**src/rtl/cache_pkg.sv**
```systemverilog
// Shared types for the direct-mapped cache controller: FSM state encoding and core op codes.
package cache_pkg;
  localparam int STATE_W = 4;

  localparam logic [1:0] OP_READ  = 2'b00;
  localparam logic [1:0] OP_WTHRU = 2'b01;
  localparam logic [1:0] OP_WBACK = 2'b10;

  typedef enum logic [STATE_W-1:0] {
    IDLE, LOOKUP, WBACK, WB_COMMIT, REFILL, RF_COMMIT, DONE, FLUSH, FDONE
  } state_t;
endpackage

```
**src/rtl/cache_flush_cnt.sv**
```systemverilog
// Line index walker for flush-all; last flags the final entry.
module cache_flush_cnt #(
  parameter int ENTRY_NUM    = 16,
  parameter int ENTRYSEL_WID = (ENTRY_NUM > 1) ? $clog2(ENTRY_NUM) : 1
) (
  input  logic                    clk,
  input  logic                    rst,
  input  logic                    clr,
  input  logic                    inc,
  output logic [ENTRYSEL_WID-1:0] cnt,
  output logic                    last
);
  always_ff @(posedge clk) begin
    if (rst || clr)  cnt <= '0;
    else if (inc)    cnt <= cnt + ENTRYSEL_WID'(1);
  end

  assign last = (cnt == ENTRYSEL_WID'(ENTRY_NUM - 1));
endmodule

```
**src/rtl/cache_ctrl_dm.sv**
```systemverilog
// Direct-mapped cache sequencer: lookup, dirty writeback, refill and flush-all walk.
// Define CACHE_CTRL_WBACK_EN to build in the dirty path (WBACK/WB_COMMIT, ts_wback).
module cache_ctrl_dm
  import cache_pkg::*;
#(
  parameter int ENTRY_NUM    = 16,
  parameter int ENTRYSEL_WID = (ENTRY_NUM > 1) ? $clog2(ENTRY_NUM) : 1,
  parameter int TAG_WID      = 14
) (
  input  logic                    clk,
  input  logic                    rst,
  input  logic                    core_req,
  input  logic [1:0]              core_op,
  input  logic [TAG_WID-1:0]      core_tag,
  input  logic [ENTRYSEL_WID-1:0] core_ent,
  output logic                    core_ready,
  output logic                    core_busy,
  input  logic                    flush_req,
  output logic                    flush_done,
  output logic                    ts_read,
  output logic                    ts_wthru,
  output logic                    ts_wback,
  output logic [TAG_WID-1:0]      ts_tag,
  output logic [TAG_WID-1:0]      ts_refill_tag,
  output logic [ENTRYSEL_WID-1:0] ts_ent,
  output logic                    ts_valid_clear,
  output logic                    ts_line_refill,
  output logic                    ts_writeback_ok,
  input  logic                    ts_line_miss,
  input  logic                    ts_replace_dirty,
  output logic                    biu_wb_req,
  input  logic                    biu_wb_done,
  output logic                    biu_refill_req,
  input  logic                    biu_refill_done,
  output logic [ENTRYSEL_WID-1:0] biu_ent,
  output logic [TAG_WID-1:0]      biu_tag
);
  state_t                  state, state_nxt;
  logic [1:0]              op_q;
  logic [TAG_WID-1:0]      tag_q;
  logic [ENTRYSEL_WID-1:0] ent_q;
  logic                    flush_q;
  logic [ENTRYSEL_WID-1:0] cnt;
  logic                    cnt_last, cnt_inc, cnt_clr;
  logic                    is_wthru, is_wback;

`ifdef CACHE_CTRL_WBACK_EN
  assign is_wthru = (op_q == OP_WTHRU);
  assign is_wback = (op_q == OP_WBACK);
`else
  // Without the dirty path a write-back request degrades to write-through.
  logic unused_wb;
  assign unused_wb = ts_replace_dirty ^ biu_wb_done;
  assign is_wthru  = (op_q == OP_WTHRU) || (op_q == OP_WBACK);
  assign is_wback  = 1'b0;
`endif

  cache_flush_cnt #(.ENTRY_NUM(ENTRY_NUM), .ENTRYSEL_WID(ENTRYSEL_WID)) u_flush_cnt (
    .clk (clk),
    .rst (rst),
    .clr (cnt_clr),
    .inc (cnt_inc),
    .cnt (cnt),
    .last(cnt_last)
  );

  always_ff @(posedge clk) begin
    if (rst) begin
      state   <= IDLE;
      op_q    <= '0;
      tag_q   <= '0;
      ent_q   <= '0;
      flush_q <= 1'b0;
    end else begin
      state <= state_nxt;
      if (state == IDLE) begin
        if (flush_req) begin
          flush_q <= 1'b1;
        end else if (core_req) begin
          op_q  <= core_op;
          tag_q <= core_tag;
          ent_q <= core_ent;
        end
      end
      if (state == FDONE) flush_q <= 1'b0;
    end
  end

  always_comb begin
    state_nxt       = state;
    core_ready      = 1'b0;
    flush_done      = 1'b0;
    ts_read         = 1'b0;
    ts_wthru        = 1'b0;
    ts_wback        = 1'b0;
    ts_valid_clear  = 1'b0;
    ts_line_refill  = 1'b0;
    ts_writeback_ok = 1'b0;
    biu_wb_req      = 1'b0;
    biu_refill_req  = 1'b0;
    cnt_inc         = 1'b0;
    cnt_clr         = 1'b0;
    case (state)
      IDLE: begin
        if (flush_req)     state_nxt = FLUSH;
        else if (core_req) state_nxt = LOOKUP;
      end
      LOOKUP: begin
        ts_wthru = is_wthru;
        ts_wback = is_wback;
        ts_read  = !is_wthru && !is_wback;
        if (!ts_line_miss)     state_nxt = DONE;
`ifdef CACHE_CTRL_WBACK_EN
        else if (ts_replace_dirty) state_nxt = WBACK;
`endif
        else                   state_nxt = REFILL;
      end
`ifdef CACHE_CTRL_WBACK_EN
      WBACK: begin
        biu_wb_req = 1'b1;
        if (biu_wb_done) state_nxt = WB_COMMIT;
      end
      WB_COMMIT: begin
        ts_writeback_ok = 1'b1;
        state_nxt       = flush_q ? FLUSH : REFILL;
      end
`endif
      REFILL: begin
        biu_refill_req = 1'b1;
        if (biu_refill_done) state_nxt = RF_COMMIT;
      end
      RF_COMMIT: begin
        ts_line_refill = 1'b1;
        state_nxt      = LOOKUP;
      end
      DONE: begin
        core_ready = 1'b1;
        state_nxt  = IDLE;
      end
      FLUSH: begin
`ifdef CACHE_CTRL_WBACK_EN
        // A dirty line is written back first; the walk revisits the same index.
        if (ts_replace_dirty) begin
          state_nxt = WBACK;
        end else
`endif
        begin
          ts_valid_clear = 1'b1;
          if (cnt_last) state_nxt = FDONE;
          else          cnt_inc   = 1'b1;
        end
      end
      FDONE: begin
        flush_done = 1'b1;
        cnt_clr    = 1'b1;
        state_nxt  = IDLE;
      end
      default: state_nxt = IDLE;
    endcase
  end

  assign core_busy     = (state != IDLE);
  assign ts_ent        = flush_q ? cnt : ent_q;
  assign biu_ent       = flush_q ? cnt : ent_q;
  assign ts_tag        = tag_q;
  assign ts_refill_tag = tag_q;
  assign biu_tag       = tag_q;
endmodule

```
**config.mk**
```make
export PLATFORM = sky130hd
export DESIGN_NAME = cache_ctrl_dm
export DESIGN_NICKNAME = d
export VERILOG_FILES = /design/src/rtl/cache_pkg.sv /design/src/rtl/cache_flush_cnt.sv /design/src/rtl/cache_ctrl_dm.sv
export SDC_FILE = /design/constraint.sdc
export NUM_CORES = 1
export LEC_CHECK = 0
export CAP_MARGIN = 20
export CELL_PAD_IN_SITES_DETAIL_PLACEMENT = 0
export CELL_PAD_IN_SITES_GLOBAL_PLACEMENT = 2
export CORE_ASPECT_RATIO = 2
export CORE_MARGIN = 3
export CORE_UTILIZATION = 23
export CTS_BUF_LIST = sky130_fd_sc_hd__clkbuf_4
export CTS_CLUSTER_DIAMETER = 150
export DETAILED_ROUTE_END_ITERATION = 7
export GPL_TIMING_DRIVEN = 1
export PLACE_DENSITY_LB_ADDON = 0.1
export SLEW_MARGIN = 5
export SYNTH_ARGS = -nofsm -noshare
export SYNTH_HDL_FRONTEND = slang
export SYNTH_SLANG_ARGS = --single-unit
```
**constraint.sdc**
```tcl
create_clock -name clk -period 3.4 [get_ports clk]
set_input_delay 0.85 -clock clk [delete_from_list [all_inputs] [get_ports clk]]
set_output_delay 0.85 -clock clk [all_outputs]
set_load 0.005 [all_outputs]
```
==> results.sh, run 1 <==
export IMPL_grt_overflow=0
export IMPL_hold_path_class="reg2reg"
export IMPL_fp_dieW_microns=63.9
export IMPL_start_util_pct=24.1
export IMPL_yosys_area_top_type="dfxtp_1"
export IMPL_totalWireLength_microns=3820
export IMPL_grt_antenna_before_repair=0
export IMPL_path_buf_inv=1
export IMPL_synth_top_area_share_pct=37.6
export IMPL_multi_input_area_sq_um=626
export IMPL_critPathCaptureType="output port"
export IMPL_ys_warnings_count=0
export IMPL_first_iter_violations=20
export IMPL_seq_area_sq_um=581
export IMPL_syn_inst=163
export IMPL_numPortBuffers=83
export IMPL_ys_seq_area_share_pct=37.6
export IMPL_min_period_ns=3.02
export IMPL_cts_resized_gates=0
export IMPL_setup_ws_ns=0.376
export IMPL_fin_nets=242
export IMPL_power_leakage_uw=0.000938
export IMPL_max_freq_mhz=331
export IMPL_fillers=680
export IMPL_cts_setup_buffers=0
export IMPL_routedWlPerCell_microns=12.7
export IMPL_critical_path_cell_chain="or4b_2 -> nor2b_1 -> clkdlybuf4s50_1"
export IMPL_drt_first_pass_iters=2
export IMPL_diodes=0
export IMPL_hold_viol=0
export IMPL_slowest_delay_ns=0.65
export IMPL_syn_to_final_growth_pct=44.0
export IMPL_synth_edf_count=0
export IMPL_vias=1233
export IMPL_finClkSkew_ns=0.00855
export IMPL_clockBufferDepth=2
export IMPL_via_per_inst=4.11
export IMPL_crit_family="simple AND/OR/NAND/NOR gates"
export IMPL_synthFlopType="dfxtp_1"
export IMPL_wl_met2_microns=2060
export IMPL_clk_pin_slew_ns=0.10
export IMPL_worst_ir_drop_vdd_mv=0.199
export IMPL_grt_pass1_vias=1283
export IMPL_async_reset_ff_share_pct=0
export IMPL_cts_root_buf="clkbuf_4"
export IMPL_finalPower_uw=798
export IMPL_drv_slew=0
export IMPL_cts_hold_buf=0
export IMPL_final_util_pct=34.6
export IMPL_finalCritPeriodShare_pct=88.9
export IMPL_rsz0062_at_grt="false"
export IMPL_rows=41
export IMPL_core_sq_um=6410
export IMPL_setup_tns_ns=0
export IMPL_setup_viol=0
export IMPL_grt_first_pass_wirelength_microns=6050
export IMPL_syn_avg_cell_area_sq_um=9.46
export IMPL_cp_max_fo=12
export IMPL_critical_path_slowest_cell="or4b_2"
export IMPL_antenna_left=0
export IMPL_remaining_drc_errors=0
export IMPL_io_pins=89
export IMPL_criticalPathCategory="reg2out"
export IMPL_htree_levels=2
export IMPL_met3_length_microns=334
export IMPL_rrSetupSlack_ns=1.45
export IMPL_synth_area_sq_um=1540
export IMPL_grt_usage_pct=9.92
export IMPL_die_height_microns=122
export IMPL_place_detailed_hpwl_microns=2950
export IMPL_clk_insertion_delay_late_ns=0.32
export IMPL_ys_types=31
export IMPL_fp_dieArea_sq_um=7790
export IMPL_layout_drive_gt1_share_pct=9.35
export IMPL_synthTopCellsByCount="buf_4, dfxtp_1, nor2_1"
export IMPL_worstPathArrival_ns=2.17
export IMPL_max_cap_violations=0
export IMPL_clock_sinks=29
export IMPL_place_gp_congestion=0.770
export IMPL_yosysMostFrequentCell="buf_4"
export IMPL_numCtsBuffers=5
export IMPL_ys_ff_latch=29
export IMPL_start_kind="flop"
export IMPL_highest_layer="met4"
export IMPL_cts_tree="yes"
export IMPL_wl_met1_microns=1350
export IMPL_p_per_area_nw_per_um2=359
export IMPL_grt_max_degree=18
export IMPL_required_ns=2.55
export IMPL_yosys_top_cells_area="dfxtp_1, buf_4, mux2i_1"
export IMPL_pre_cts_slack_ns=0.714
export IMPL_status="finished clean"
-- state kept, by name, summed over array words and instances (netlist names) --
name and count:
state 4, flush_q 1, biu_tag 14, op_q 2
ent_q 4, u_flush_cnt.cnt 4
-- worst paths after layout --
path / from / end / cells after the start
max: state[0] / ts_wthru / 3
min: u_flush_cnt.cnt[1] / u_flush_cnt.cnt[1] / 2
max reg2reg: state[3] / biu_tag[3] / 5
min reg2reg: u_flush_cnt.cnt[1] / u_flush_cnt.cnt[1] / 2
-- area by class of cell --
type                            count  area share [%]
Inverter                            1           0.169
Timing Repair Buffer               86            38.4
Clock buffer                        5            1.69
Tap cell                           86            4.85
Sequential cell                    29            26.1
Multi-Input combinational cell     90            28.2
Clock inverter                      3           0.563
-- placed cells by master (no fill, tap or decap), types with 2 or more instances in the layout --
cell and count:
a21oi_1 6, and4bb_2 2, buf_4 3, clkbuf_4 5, clkdlybuf4s50_1 83, clkinv_1 2
conb_1 3, dfxtp_1 29, mux2_2 4, mux2i_1 21, nand2_1 2, nand3_1 4
nor2_1 26, nor2b_1 2, nor3_1 2, o31ai_1 2, xor2_1 3
-- per-stage QoR --
| stage | hold WS [ns] | cells | instance area [sq um] |
|---|---|---|---|
| after CTS | 0.507 | 300 | 2220 |
| after detailed placement | 0.486 | 292 | 2170 |
| after global placement | 0.475 | 292 | 2170 |
| after global routing | 0.553 | 300 | 2220 |
| after floorplan | 0.458 | 165 | 1550 |
| final | 0.503 | 300 | 2220 |
-- power by group --
part | internal (uW) | switching (uW) | leakage, uW
logic | 143 | 69.7 | 0.000673
clock network | 74.6 | 119 | 0.0000300
registers | 361 | 29.8 | 0.000236
total | 579 | 219 | 0.000938
-- layer usage --
metal  GRT usage, %  up-vias
met5              0        -
met4           4.60        0
met3           3.32        6
met2           18.9       59
met1           9.19      562
li1               -      606
-- cells by family after synthesis --
logic type | Yosys count | synth area share [%]
AND/OR/NAND/NOR | 48 | 16.8
other | 1 | 0.243
AO/OA/AOI/OAI | 10 | 3.97
multiplexers | 25 | 16.5
XOR/XNOR | 3 | 1.70
flip-flops | 29 | 37.6
buffers and inverters | 46 | 22.3
adder cells (fa/ha/maj) | 1 | 0.811
-- worst register-to-register path, stage by stage, from the launching register on --
cell     delay (ns)
dfxtp_1        0.41
or4_4          0.58
or3b_1         0.41
buf_4          0.21
mux2i_1        0.16
nor2_1         0.05
No activity file was read; power rests on OpenSTA's default activity.
==> inputs of run 2 (changes only) <==
--- a/config.mk
+++ b/config.mk
@@ -5,7 +5,6 @@
 export SDC_FILE = /design/constraint.sdc
 export NUM_CORES = 1
 export LEC_CHECK = 0
-export CAP_MARGIN = 20
 export CELL_PAD_IN_SITES_DETAIL_PLACEMENT = 0
 export CELL_PAD_IN_SITES_GLOBAL_PLACEMENT = 2
 export CORE_ASPECT_RATIO = 2
==> results of run 2 <==
Final layout, timing and power as in run 1 (identical DEF).
